### src/rtl/uart_tx_fifo_sched_if.sv
// Handshake bundle between the TX FIFO scheduler, the word-read FIFO and the UART TX core.
// slave is the scheduler's view; master is the view of whatever drives it.
interface uart_tx_fifo_sched_if #(
    parameter int AWIDTH = 8
);
    logic              start_i;
    logic [AWIDTH:0]   len_i;
    logic              abort_i;
    logic [AWIDTH:0]   fifo_wptr_i;
    logic [AWIDTH:0]   fifo_rptr_i;
    logic [31:0]       fifo_rdata_i;
    logic              fifo_re_o;
    logic              fifo_rptr_rst_o;
    logic [7:0]        tx_data_o;
    logic              tx_valid_o;
    logic              tx_ready_i;
    logic              busy_o;
    logic              done_o;
    logic [AWIDTH:0]   sent_cnt_o;
    logic              timeout_o;

    modport slave (
        input  start_i, len_i, abort_i, fifo_wptr_i, fifo_rptr_i, fifo_rdata_i, tx_ready_i,
        output fifo_re_o, fifo_rptr_rst_o, tx_data_o, tx_valid_o, busy_o, done_o,
               sent_cnt_o, timeout_o
    );

    modport master (
        output start_i, len_i, abort_i, fifo_wptr_i, fifo_rptr_i, fifo_rdata_i, tx_ready_i,
        input  fifo_re_o, fifo_rptr_rst_o, tx_data_o, tx_valid_o, busy_o, done_o,
               sent_cnt_o, timeout_o
    );
endinterface

### src/rtl/uart_tx_fifo_sched.sv
// Drains a word-read TX FIFO into the UART TX core one byte at a time, LSB byte first.
// Define UART_TX_SCHED_TIMEOUT_EN to add the stall timeout (limit TIMEOUT_CYC cycles).
module uart_tx_fifo_sched #(
    parameter int AWIDTH      = 8,
    parameter int TIMEOUT_CYC = 4096
) (
    input  logic                 clk_i,
    input  logic                 rst_i,
    uart_tx_fifo_sched_if.slave  bus
);
    localparam int PW = AWIDTH + 1;

    typedef enum logic [1:0] {IDLE, FETCH, SEND, DONE} state_e;

    state_e        state_q, state_d;
    logic [31:0]   word_q, word_d;
    logic [PW-1:0] rem_q, rem_d;
    logic [PW-1:0] sent_q, sent_d;
    logic [1:0]    idx_q, idx_d;
    logic [PW-1:0] avail, need;
    logic          start_acc, timeout_hit, abort_eff;

    // A read pointer ahead of the write pointer means nothing usable, never a wrap.
    assign avail     = (bus.fifo_wptr_i >= bus.fifo_rptr_i) ? bus.fifo_wptr_i - bus.fifo_rptr_i : '0;
    assign need      = (rem_q >= PW'(4)) ? PW'(4) : rem_q;
    assign start_acc = (state_q == IDLE) && bus.start_i;
    assign abort_eff = bus.abort_i || timeout_hit;

    assign bus.tx_data_o  = word_q[{idx_q, 3'b000} +: 8];
    assign bus.sent_cnt_o = sent_q;

    always_comb begin
        // NOTE: every next-state value and output gets a default first, so no path can infer a latch.
        state_d             = state_q;
        word_d              = word_q;
        rem_d               = rem_q;
        idx_d               = idx_q;
        sent_d              = sent_q;
        bus.fifo_re_o       = 1'b0;
        bus.fifo_rptr_rst_o = 1'b0;
        bus.tx_valid_o      = 1'b0;
        bus.busy_o          = 1'b0;
        bus.done_o          = 1'b0;

        case (state_q)
            IDLE: begin
                if (start_acc) begin
                    sent_d  = '0;
                    rem_d   = bus.len_i[AWIDTH] ? (PW'(1) << AWIDTH) : bus.len_i;
                    state_d = (bus.len_i == '0) ? DONE : FETCH;
                end
            end
            FETCH: begin
                bus.busy_o = 1'b1;
                if (abort_eff) begin
                    state_d = DONE;
                end else if (avail >= need) begin
                    bus.fifo_re_o = 1'b1;
                    word_d        = bus.fifo_rdata_i;
                    idx_d         = 2'd0;
                    state_d       = SEND;
                end
            end
            SEND: begin
                bus.busy_o = 1'b1;
                // Valid drops in the abort cycle so no byte is accepted behind the abort.
                bus.tx_valid_o = !bus.abort_i;
                if (abort_eff) begin
                    state_d = DONE;
                end else if (bus.tx_ready_i) begin
                    rem_d  = rem_q - PW'(1);
                    sent_d = sent_q + PW'(1);
                    idx_d  = idx_q + 2'd1;
                    if (rem_q == PW'(1)) begin
                        state_d = DONE;
                    end else if (idx_q == 2'd3) begin
                        state_d = FETCH;
                    end
                end
            end
            DONE: begin
                bus.done_o          = 1'b1;
                bus.fifo_rptr_rst_o = 1'b1;
                state_d             = IDLE;
            end
            default: state_d = IDLE;
        endcase
    end

    always_ff @(posedge clk_i) begin
        if (rst_i) begin
            state_q <= IDLE;
            word_q  <= '0;
            rem_q   <= '0;
            idx_q   <= '0;
            sent_q  <= '0;
        end else begin
            // NOTE: state registers use non-blocking assignment so every flop samples pre-edge values.
            state_q <= state_d;
            word_q  <= word_d;
            rem_q   <= rem_d;
            idx_q   <= idx_d;
            sent_q  <= sent_d;
        end
    end

`ifdef UART_TX_SCHED_TIMEOUT_EN
    localparam int SW = $clog2(TIMEOUT_CYC + 1);

    logic [SW-1:0] stall_q, stall_d;
    logic          timeout_q, timeout_d;
    logic          stalling;

    // Any progress (word read or byte accept) or leaving FETCH/SEND restarts the count.
    always_comb begin
        stalling    = ((state_q == FETCH) && (avail < need)) ||
                      ((state_q == SEND) && !bus.tx_ready_i);
        stall_d     = stalling ? stall_q + SW'(1) : '0;
        timeout_hit = stalling && (stall_q == SW'(TIMEOUT_CYC - 1));
        timeout_d   = timeout_q;
        if (start_acc) timeout_d = 1'b0;
        if (timeout_hit) timeout_d = 1'b1;
    end

    always_ff @(posedge clk_i) begin
        if (rst_i) begin
            stall_q   <= '0;
            timeout_q <= 1'b0;
        end else begin
            stall_q   <= stall_d;
            timeout_q <= timeout_d;
        end
    end

    assign bus.timeout_o = timeout_q;
`else
    assign timeout_hit   = 1'b0;
    assign bus.timeout_o = 1'b0;
`endif

endmodule
### src/flat_wrapper.sv
// flat-port wrapper written by rule: the top's interface ports become plain ports
module uart_tx_fifo_sched_flat 
#(
    parameter int AWIDTH      = 8,
    parameter int TIMEOUT_CYC = 4096
)
  (clk_i, rst_i, bus_start_i, bus_len_i, bus_abort_i, bus_fifo_wptr_i, bus_fifo_rptr_i, bus_fifo_rdata_i, bus_tx_ready_i, bus_fifo_re_o, bus_fifo_rptr_rst_o, bus_tx_data_o, bus_tx_valid_o, bus_busy_o, bus_done_o, bus_sent_cnt_o, bus_timeout_o);
  uart_tx_fifo_sched_if #(.AWIDTH(AWIDTH)) bus_i ();
  input  logic clk_i;
  input  logic rst_i;
  input wire logic [$bits(bus_i.start_i)-1:0] bus_start_i;
  input wire logic [$bits(bus_i.len_i)-1:0] bus_len_i;
  input wire logic [$bits(bus_i.abort_i)-1:0] bus_abort_i;
  input wire logic [$bits(bus_i.fifo_wptr_i)-1:0] bus_fifo_wptr_i;
  input wire logic [$bits(bus_i.fifo_rptr_i)-1:0] bus_fifo_rptr_i;
  input wire logic [$bits(bus_i.fifo_rdata_i)-1:0] bus_fifo_rdata_i;
  input wire logic [$bits(bus_i.tx_ready_i)-1:0] bus_tx_ready_i;
  output wire logic [$bits(bus_i.fifo_re_o)-1:0] bus_fifo_re_o;
  output wire logic [$bits(bus_i.fifo_rptr_rst_o)-1:0] bus_fifo_rptr_rst_o;
  output wire logic [$bits(bus_i.tx_data_o)-1:0] bus_tx_data_o;
  output wire logic [$bits(bus_i.tx_valid_o)-1:0] bus_tx_valid_o;
  output wire logic [$bits(bus_i.busy_o)-1:0] bus_busy_o;
  output wire logic [$bits(bus_i.done_o)-1:0] bus_done_o;
  output wire logic [$bits(bus_i.sent_cnt_o)-1:0] bus_sent_cnt_o;
  output wire logic [$bits(bus_i.timeout_o)-1:0] bus_timeout_o;
  assign bus_i.start_i = bus_start_i;
  assign bus_i.len_i = bus_len_i;
  assign bus_i.abort_i = bus_abort_i;
  assign bus_i.fifo_wptr_i = bus_fifo_wptr_i;
  assign bus_i.fifo_rptr_i = bus_fifo_rptr_i;
  assign bus_i.fifo_rdata_i = bus_fifo_rdata_i;
  assign bus_i.tx_ready_i = bus_tx_ready_i;
  assign bus_fifo_re_o = bus_i.fifo_re_o;
  assign bus_fifo_rptr_rst_o = bus_i.fifo_rptr_rst_o;
  assign bus_tx_data_o = bus_i.tx_data_o;
  assign bus_tx_valid_o = bus_i.tx_valid_o;
  assign bus_busy_o = bus_i.busy_o;
  assign bus_done_o = bus_i.done_o;
  assign bus_sent_cnt_o = bus_i.sent_cnt_o;
  assign bus_timeout_o = bus_i.timeout_o;
  uart_tx_fifo_sched #(.AWIDTH(AWIDTH), .TIMEOUT_CYC(TIMEOUT_CYC)) u_core (.clk_i(clk_i), .rst_i(rst_i), .bus(bus_i));
endmodule
### config.mk
export PLATFORM = sky130hd
export DESIGN_NAME = uart_tx_fifo_sched_flat
export DESIGN_NICKNAME = d
export VERILOG_FILES = /design/src/rtl/uart_tx_fifo_sched_if.sv /design/src/rtl/uart_tx_fifo_sched.sv /design/src/flat_wrapper.sv
export SDC_FILE = /design/constraint.sdc
export NUM_CORES = 1
export LEC_CHECK = 0
export ABC_CLOCK_PERIOD_IN_PS = 3650
export CORE_ASPECT_RATIO = 2
export CORE_MARGIN = 5
export CORE_UTILIZATION = 30
export CTS_CLUSTER_DIAMETER = 100
export CTS_CLUSTER_SIZE = 20
export DETAILED_ROUTE_END_ITERATION = 8
export GPL_TIMING_DRIVEN = 1
export RECOVER_POWER = 25
export SYNTH_ARGS = -nofsm -noshare
export SYNTH_HDL_FRONTEND = slang
export SYNTH_SLANG_ARGS = --single-unit
export TNS_END_PERCENT = 50
### constraint.sdc
create_clock -name clk_i -period 3.65 [get_ports clk_i]
set_input_delay 0.5475 -clock clk_i [delete_from_list [all_inputs] [get_ports clk_i]]
set_output_delay 0.5475 -clock clk_i [all_outputs]
set_load 0.005 [all_outputs]
# Yosys cells after proc, flatten, opt, wreduce, memory -nomap -nowiden
# Cells that the tools add are included.
[totals] regBits=54 input_bits=64 out_inout_bits=23 wordCells=69
[op_classes] add_sub_neg=4 magnitude_cmp=3 eq_ne=13 shift=1 muxes=31 n_bitwise=1 n_reduce_logical=11
[op_table] op="9-bit two-way mux" count=9
[op_table] op="9-bit one-hot mux with 2 select lines" count=2
[op_table] op="32-bit by 6-bit indexed part select with 8-bit output" count=1
[op_table] op="2-bit two-way mux" count=12
[op_table] op="9-bit >= comparator" count=2
[op_table] op="9-bit by 1-bit adder with 9-bit output (second input constant)" count=1
[op_table] op="9-bit by 1-bit == test with 1-bit output (second input constant)" count=1
[op_table] op="9-bit by 3-bit >= comparator with 1-bit output (second input constant)" count=1
[op_table] op="9-bit logical NOT" count=1
[op_table] op="9-bit by 1-bit subtractor with 9-bit output (second input constant)" count=1
[op_table] op="9-bit subtractor" count=1
[op_table] op="2-bit one-hot mux with 4 select lines" count=1
[op_table] op="4-bit AND reduction" count=2
[op_table] op="2-bit == test (second input constant)" count=3
[op_table] op="1-bit two-way mux" count=6
[op_table] op="2-bit != test (second input constant)" count=3
[op_table] op="5-bit AND reduction" count=1
[op_table] op="2-bit by 1-bit != test with 1-bit output (second input constant)" count=2
[op_table] op="4-bit by 2-bit != test with 1-bit output (second input constant)" count=1
[op_table] op="2-bit one-hot mux with 2 select lines" count=1
[op_table] op="2-bit nonzero test" count=2
[op_table] op="3-bit by 2-bit != test with 1-bit output (second input constant)" count=1
[op_table] op="3-bit != test (second input constant)" count=1
[op_table] op="3-bit AND reduction" count=1
[op_table] op="7 further kinds" count=7

# Logic depth before layout (Yosys ltp)
# Gate-level depths: netlist of run 1.
[logic_depth] depth_word=6 mapped_depth=15 ltp_nobuf=14

# Least setup slack after synthesis of run 1
# Ideal clock, no wire load.
[synth_timing] path_kind="input to output" startpoint="input port bus_fifo_rptr_i[1]" endpoint="output port bus_fifo_re_o" t_arrival_ns=3.330 required_time_ns=3.102 setup_slack_ns=-0.227 cell_stages=13 path_cell_list="inv_1 ha_1 nor2b_1 o21ai_0 a21oi_1 o2111ai_1 a211oi_1 ha_1 nand2_1 nor3_1 a21oi_1 nor2_1 buf_2"
[synth_via] elab_chain_len=6 elab_cells_between_ends=7 cone_classes="add/sub: 1; order compare: 2; mux: 4"
[synth_rtl] element="start: declaration" line="flat_wrapper.sv:15" source="input wire logic [$bits(bus_i.fifo_rptr_i)-1:0] bus_fifo_rptr_i;"
[synth_rtl] element="9-bit subtractor or 9-bit >= comparator (tied branches)" line="uart_tx_fifo_sched.sv:24" source="assign avail = (bus.fifo_wptr_i >= bus.fifo_rptr_i) ? bus.fifo_wptr_i - bus.fifo_rptr_i : '0;"
[synth_rtl] element="9-bit two-way mux *" line="uart_tx_fifo_sched.sv:24"
[synth_rtl] element="9-bit >= comparator *" line="uart_tx_fifo_sched.sv:57" source="end else if (avail >= need) begin"
[synth_rtl] element="1-bit two-way mux *" line="uart_tx_fifo_sched.sv:57"
[synth_rtl] element="1-bit two-way mux *" line="uart_tx_fifo_sched.sv:55" source="if (abort_eff) begin"
[synth_rtl] element="1-bit two-way mux *" line="uart_tx_fifo_sched.sv:45" source="case (state_q)"
[synth_rtl] element="end: declaration" line="flat_wrapper.sv:18" source="output wire logic [$bits(bus_i.fifo_re_o)-1:0] bus_fifo_re_o;"
# Mark *: on every way between the ends. The rest lies on a longest branch, timed or not.

# Worst setup path in the final report of run 1
[layout_timing] startpoint="input port bus_fifo_wptr_i[1]" endpoint="output port bus_fifo_re_o"
[layout_via] elab_chain_len=6 elab_cells_between_ends=7 cone_classes="add/sub: 1; order compare: 2; mux: 4"
[layout_rtl] element="start: declaration" line="flat_wrapper.sv:14" source="input wire logic [$bits(bus_i.fifo_wptr_i)-1:0] bus_fifo_wptr_i;"
[layout_rtl] element="9-bit subtractor or 9-bit >= comparator (tied branches)" line="uart_tx_fifo_sched.sv:24"
[layout_rtl] element="9-bit two-way mux *" line="uart_tx_fifo_sched.sv:24"
[layout_rtl] element="9-bit >= comparator *" line="uart_tx_fifo_sched.sv:57"
[layout_rtl] element="1-bit two-way mux *" line="uart_tx_fifo_sched.sv:57"
[layout_rtl] element="1-bit two-way mux *" line="uart_tx_fifo_sched.sv:55"
[layout_rtl] element="1-bit two-way mux *" line="uart_tx_fifo_sched.sv:45"
# Marked as above.

==> results of run 1 <==
==> repair_timing <==
action	in CTS	in global routing
hold buffers	0	0
pin swaps	29	23
setup endpoints to repair	35	35
gates resized for setup	53	25
setup buffers	6	7
==> worst min-delay path by stage <==
stage | slack, ps | cells after the start | from | to
6_report | 470 | 2 | u_core.word_q[10] | u_core.word_q[10]
5_1_grt | 490 | 2 | u_core.word_q[10] | u_core.word_q[10]
4_1_cts | 480 | 2 | u_core.word_q[10] | u_core.word_q[10]
3_5_place_dp | 460 | 2 | u_core.word_q[6] | u_core.word_q[6]
3_3_place_gp | 460 | 2 | u_core.word_q[5] | u_core.word_q[5]
2_1_floorplan | 440 | 2 | u_core.rem_q[5] | u_core.rem_q[5]
==> cells in the final DEF, fill, tap and decap left out, types with 7 or more instances in the layout <==
cell / Yosys / layout
nor3_1: 10 / 8
dfxtp_1: 54 / 54
ha_4: 0 / 8
clkdlybuf4s50_1: 0 / 55
nand2_1: 24 / 23
inv_2: 0 / 7
ha_1: 27 / 18
nor2_1: 20 / 19
a21oi_2: 0 / 10
buf_4: 2 / 39
nand2b_1: 68 / 68
a21oi_1: 26 / 16
dlymetal6s2s_1: 0 / 10
o21ai_0: 17 / 13
conb_1: 2 / 7
dlygate4sd3_1: 0 / 12
mux4_2: 8 / 8
inv_1: 27 / 20
mux2i_1: 35 / 35
==> registers in the layout (all words and copies together) (netlist names) <==
name,flops
u_core.word_q,32
u_core.rem_q,9
u_core.state_q,2
u_core.bus.sent_cnt_o,9
u_core.idx_q,2
==> power breakdown <==
group	internal, µW	switching (µW)	leakage (µW)
registers	653	64.0	0.000437
logic	484	563	0.00161
clock network	252	221	0.0000701
total	1390	847	0.00212
==> layout make-up <==
type                            count  share of cell area, %
Timing Repair Buffer              127                   22.5
Inverter                           28                   1.98
Multi-Input combinational cell    325                   49.2
Clock buffer                        5                   2.35
Sequential cell                    54                   20.3
Tap cell                          147                   3.46
Clock inverter                      2                  0.259
==> logic make-up (layout without fill, tap and decap cells) <==
group	after synthesis	after routing	synth area share, %
other	2	7	0.206
adder cells (fa/ha/maj)	28	28	9.83
XOR/XNOR	9	9	2.17
flip-flops	54	54	29.7
buffers and inverters	50	162	5.47
AND/OR/NAND/NOR	156	156	23.8
AO/OA/AOI/OAI	82	82	14.2
multiplexers	43	43	14.6
==> layer usage <==
layer / vias to the layer above / routed length [µm]
met5: - / 0
met4: 0 / 350
met3: 24 / 475
met2: 93 / 5880
met1: 1626 / 3650
li1: 1716 / -
==> critical path: stages <==
cell and delay (ps):
dlygate4sd2_1 270, ha_4 250, nor2b_4 120, o21ai_2 150
a21oi_2 100, o2111ai_2 250, buf_6 170, a21oi_2 50
ha_1 320, buf_4 120, o211ai_1 90, o21ai_2 180
a21oi_2 90, nor2_4 170, buf_6 120
==> through the flow <==
stage / utilization, % / setup TNS, ps / total power [µW] / hold slack [ps]
2_1_floorplan: - / 0 / 1340 / 444
3_3_place_gp: 40.0 / -16830 / 1670 / 456
3_5_place_dp: 40.0 / -20370 / 1700 / 462
4_1_cts: 43.1 / 0 / 2250 / 477
5_1_grt: 44.2 / -34.6 / 2400 / 493
6_report: 44.2 / 0 / 2240 / 475
==> impl_metrics.py, run 1 <==
metrics = {
    "sta": {
        "period_share_pct": 97.1,
        "period_minus_slack_ps": 3540,
        "clock.fmax_mhz": 282,
        "finalSetupViolCount": 0,
        "drv_slew": 0,
        "finClkSkew_ps": 11.5,
        "slew_headroom_pct": 20.4,
        "fin_ws_ps": 106,
        "finalHoldViolations": 0,
        "worstMarginPinSlew_ps": 1180,
    },
    "die": {
        "initial_core_util_pct": 30.2,
        "num_rows": 57,
        "num_io_pins": 87,
        "die_area_um2": 14600,
        "dieWidth_um": 87.9,
        "core_area_um2": 12100,
        "fp.dieH_um": 166,
    },
    "power_and_ir_drop": {
        "leakage_uw": 0.00212,
        "powerDensity_nw_per_um2": 420,
        "ir_drop_uv": 317,
    },
    "yosys": {
        "synthCells": 424,
        "synth_seq_cells": 54,
        "yosys_most_used_dff": "dfxtp_1",
        "yosys_warnings": 0,
        "seq_area_frac_synth_pct": 29.7,
        "yosysTopAreaCell": "dfxtp_1",
        "synth_edf_count": 0,
        "ys_async_sr_fraction_pct": 0,
        "avgSynthCellArea_um2": 8.58,
        "synth_top_cell_area_share_pct": 29.7,
        "ys_top_cells_by_count": "nand2b_1, dfxtp_1, mux2i_1",
        "netlist_top_cells_area": "dfxtp_1, nand2b_1, mux2i_1",
        "ys_types": 49,
        "synth.most_common_cell": "nand2b_1",
        "syn-cell-area_um2": 3640,
    },
    "setup_path": {
        "critPathLaunch": "bus_fifo_wptr_i[1]",
        "reg2reg_from": "u_core.rem_q[2]",
        "cp-end-kind": "output pin",
        "crit_end": "bus_fifo_re_o",
        "critical_path_arrival_ps": 3000,
        "crit_fanout": 7,
        "criticalPathCategory": "in2out",
        "r2r-end": "u_core.idx_q[0]",
        "r2r_slack_ps": 720,
        "reg2reg_depth": 12,
        "required_ps": 3100,
        "start_kind": "input port",
    },
    "detailed_routing": {
        "drt-vias-per-instance": 5.03,
        "wl_per_cell_um": 15.0,
        "wl_um": 10400,
        "drc": 0,
        "via_count": 3459,
        "dr.first_iter.drc_count": 104,
        "ant_nets": 0,
        "first_pass_iters": 4,
    },
    "global_routing": {
        "grt-ovfl-total": 0,
        "use_met3_pct": 1.99,
        "grt_busiest_layer": "met2",
        "antenna_found_initial": 0,
        "grt_use_total_pct": 14.2,
        "grtUsageMet2_pct": 27.8,
        "grt_pass1_vias": 3681,
        "grt_pass1_wl_um": 16800,
        "grt_max_degree": 83,
        "grtUsageMet1_pct": 13.7,
    },
    "clock_network": {
        "cts_tree": "built",
        "cts-htree-levels": 2,
        "clk_pin_slew_ps": 60,
        "clk_latency_ps": 300,
        "cts-root-buf": "clkbuf_16",
        "clk_path_buf_depth": 2,
        "numClockSinks": 54,
        "numCtsBuffers": 5,
    },
    "finish": {
        "multi_input_area_um2": 2620,
        "area_growth_pct": 46.3,
        "layoutNonFillerInstCount": 688,
        "n_antenna_cell": 0,
        "drive_above_1_share_pct": 20.3,
        "fill_cells": 1166,
        "seqCellArea_um2": 1080,
        "post-route-cell-area_um2": 5320,
        "nNetsFinal": 633,
    },
    "placed_design": {
        "dp_hpwl_um": 7780,
        "pre_cts_ws_ps": -828,
        "numPortBuffers": 85,
        "place_inst": 668,
        "place.gp.congestion": 0.847,
        "placed_area_um2": 4820,
    },
    "flow_run": {
        "maxCapViolations": 0,
    },
    "hold_path": {
        "hold_class": "reg2reg",
    },
    "status": {
        "outcome": "complete, no violations",
    },
}
Power figures use the tool's default switching activity.
==> run 2: changes to the inputs <==
--- a/config.mk
+++ b/config.mk
@@ -5,7 +5,10 @@
 export SDC_FILE = /design/constraint.sdc
 export NUM_CORES = 1
 export LEC_CHECK = 0
-export ABC_CLOCK_PERIOD_IN_PS = 3650
+export ABC_CLOCK_PERIOD_IN_PS = 3500
+export CAP_MARGIN = 20
+export CELL_PAD_IN_SITES_DETAIL_PLACEMENT = 1
+export CELL_PAD_IN_SITES_GLOBAL_PLACEMENT = 1
 export CORE_ASPECT_RATIO = 2
 export CORE_MARGIN = 5
 export CORE_UTILIZATION = 30
@@ -13,6 +16,7 @@
 export CTS_CLUSTER_SIZE = 20
 export DETAILED_ROUTE_END_ITERATION = 8
 export GPL_TIMING_DRIVEN = 1
+export PLACE_DENSITY_LB_ADDON = 0.1
 export RECOVER_POWER = 25
 export SYNTH_ARGS = -nofsm -noshare
 export SYNTH_HDL_FRONTEND = slang
==> constraint.sdc (replaced) <==
create_clock -name clk_i -period 3.5 [get_ports clk_i]
set_input_delay 0.525 -clock clk_i [delete_from_list [all_inputs] [get_ports clk_i]]
set_output_delay 0.525 -clock clk_i [all_outputs]
set_load 0.005 [all_outputs]
==> run 2 against run 1 <==
Clock-buffer cell count unchanged. Critical endpoint unchanged. Critical path depth down 1. Via count up 2.3%. Utilization up 0.51 points. Register-to-register slack worse by 170 ps. Non-clock buffer count up 3. Highest routed layer unchanged. Total power up 7.2%.
==> impl_metrics.py, run 2 (same netlist as run 1, synthesis figures left out) <==
metrics = {
    "global_routing": {
        "grt_use_total_pct": 15.3,
        "antenna_found_initial": 0,
        "grt_max_degree": 76,
        "grt_pass1_wl_um": 17700,
        "grt_pass1_vias": 3793,
        "grt-ovfl-total": 0,
    },
    "clock_network": {
        "numCtsBuffers": 5,
        "cts-root-buf": "clkbuf_16",
        "cts_hold_buffers": 0,
        "cts_tree": "built",
        "clk_latency_ps": 310,
        "clk_path_buf_depth": 2,
        "clk_pin_slew_ps": 70,
        "cts-htree-levels": 2,
        "numClockSinks": 54,
    },
    "flow_run": {
        "maxCapViolations": 0,
    },
    "die": {
        "num_io_pins": 87,
        "core_area_um2": 12100,
        "initial_core_util_pct": 30.2,
        "dieWidth_um": 87.9,
        "fp.dieH_um": 166,
        "num_rows": 57,
        "die_area_um2": 14600,
    },
    "sta": {
        "worstMarginPinSlew_ps": 1140,
        "finalSetupViolCount": 0,
        "period_minus_slack_ps": 3390,
        "finClkSkew_ps": 16.5,
        "drv_slew": 0,
        "period_share_pct": 96.9,
        "clock.fmax_mhz": 295,
        "slew_headroom_pct": 23.4,
        "finalHoldViolations": 0,
    },
    "status": {
        "outcome": "complete, no violations",
    },
    "setup_path": {
        "start_kind": "input port",
        "critical-path-top-delay-family": "compound AO/OA/AOI/OAI gates",
        "cp-end-kind": "output pin",
        "path_common_cell": "a21oi_2",
        "cp_cell_sequence": "dlygate4sd2_1, ha_4, buf_6, inv_2, nor2_1, o21a_1, o31a_1, a211oi_2, ha_1, a21oi_2, o21ai_2, a21oi_2, nor2_4, buf_2",
        "cpPeakStageDelay_ps": 320,
        "required_ps": 2970,
        "critical_path_arrival_ps": 2870,
        "worst-path-buf-inv": 4,
        "criticalPathCategory": "in2out",
        "crit_fanout": 5,
        "crit_path_top_delay_cell": "o31a_1",
    },
    "power_and_ir_drop": {
        "p_seq_share_pct": 31.1,
        "powerDensity_nw_per_um2": 445,
        "clkPwrFrac_pct": 22.0,
        "p_sw_uw": 938,
        "ir_drop_uv": 244,
        "power_frac_comb_pct": 46.9,
        "intPower_uw": 1460,
        "leakage_uw": 0.00209,
        "sw_frac_of_total_pct": 39.1,
    },
    "detailed_routing": {
        "via_count": 3540,
        "first_pass_iters": 4,
        "wl_per_cell_um": 16.6,
        "ant_nets": 0,
        "drc": 0,
        "wl_um": 11500,
        "dr.first_iter.drc_count": 59,
        "drt-vias-per-instance": 5.12,
    },
    "finish": {
        "largest-register": "u_core.word_q",
        "drive_above_1_share_pct": 23.5,
        "largest_reg_flops": 32,
        "area_growth_pct": 47.9,
        "layout_commonest_cell": "nand2b_1",
        "n_antenna_cell": 0,
        "final_cell_mix": "nand2b_1, clkdlybuf4s50_1, dfxtp_1",
        "layoutNonFillerInstCount": 692,
        "fin_util_pct": 44.7,
        "nNetsFinal": 636,
    },
    "placed_design": {
        "place_inst": 673,
        "dp_hpwl_um": 8750,
        "numPortBuffers": 85,
        "place.gp.congestion": 0.763,
    },
    "hold_path": {
        "hold_class": "reg2reg",
    },
}
run 2: cell types whose count changed in the layout (fill, tap and decap cells not counted), sizes merged:
cell,previous run,this run
clkinv,2,3
dlygate4sd2,3,5
buf,44,48
dlymetal6s2s,10,3
clkbuf,5,10
clkdlybuf4s15,3,2
run 2: stage by stage:
step / total power, µW / hold WS (ps) / instance area, µm² / setup TNS, ps / worst slack [ps]
3_5_place_dp: 1800 / 462 / 4870 / -23170 / -861
3_3_place_gp: 1770 / 456 / 4870 / -21560 / -842
4_1_cts: 2410 / 478 / 5270 / 0 / 0.634
5_1_grt: 2570 / 495 / 5380 / -40.8 / -31.4
2_1_floorplan: 1400 / 444 / 3680 / 0 / 12.2
6_report: 2400 / 472 / 5380 / 0 / 107
run 2: worst reg2reg max path, cell delays in order (launching register included):
cell	delay [ps]
dfxtp_1	330
inv_1	130
ha_1	280
clkbuf_1	570
nor2b_1	170
o21ai_0	930
nor3_1	180
xnor2_1	200
nor2_1	50
run 2: repair_timing:
action / in CTS / in global routing
cloned: 1 / 0
endpoints found under the setup margin: 37 / 37
buffers inserted: 5 / 5
pin swaps: 35 / 25
gates resized for setup: 79 / 25
run 2: per-layer routing:
layer	routed length, µm	vias to the layer above	track usage [%]
met5	0	-	0
met4	316	0	5.74
met3	429	22	2.33
met2	6720	71	30.7
met1	4010	1721	14.6
li1	-	1726	-
run 2: layout make-up:
| type | instances | area (µm²) |
|---|---|---|
| Fill cell | 1424 | 6670 |
| Multi-Input combinational cell | 325 | 2680 |
| Timing Repair Buffer | 130 | 1180 |
| Sequential cell | 54 | 1080 |
| Tap cell | 147 | 184 |
| Clock buffer | 5 | 125 |
| Inverter | 28 | 105 |
| Clock inverter | 3 | 28.8 |
run 2: final timing paths:
| check | from | end | slack [ps] | cells past startpoint |
|---|---|---|---|---|
| worst min register to register | u_core.word_q[15] | u_core.word_q[15] | 470 | 2 |
| worst max register to register | u_core.state_q[0] | u_core.bus.sent_cnt_o[5] | 550 | 8 |
| worst max-delay path | bus_fifo_wptr_i[6] | bus_fifo_re_o | 110 | 14 |
| worst min-delay path | u_core.word_q[15] | u_core.word_q[15] | 470 | 2 |
run 2: power by group through the flow:
| stage | Combinational, µW | Sequential, µW | Clock, µW |
|---|---|---|---|
| 2_1_floorplan | 665 | 737 | 0 |
| 3_3_place_gp | 1020 | 757 | 0 |
| 3_5_place_dp | 1040 | 760 | 0 |
| 4_1_cts | 1110 | 746 | 552 |
| 5_1_grt | 1240 | 755 | 577 |
| 6_report | 1120 | 745 | 528 |
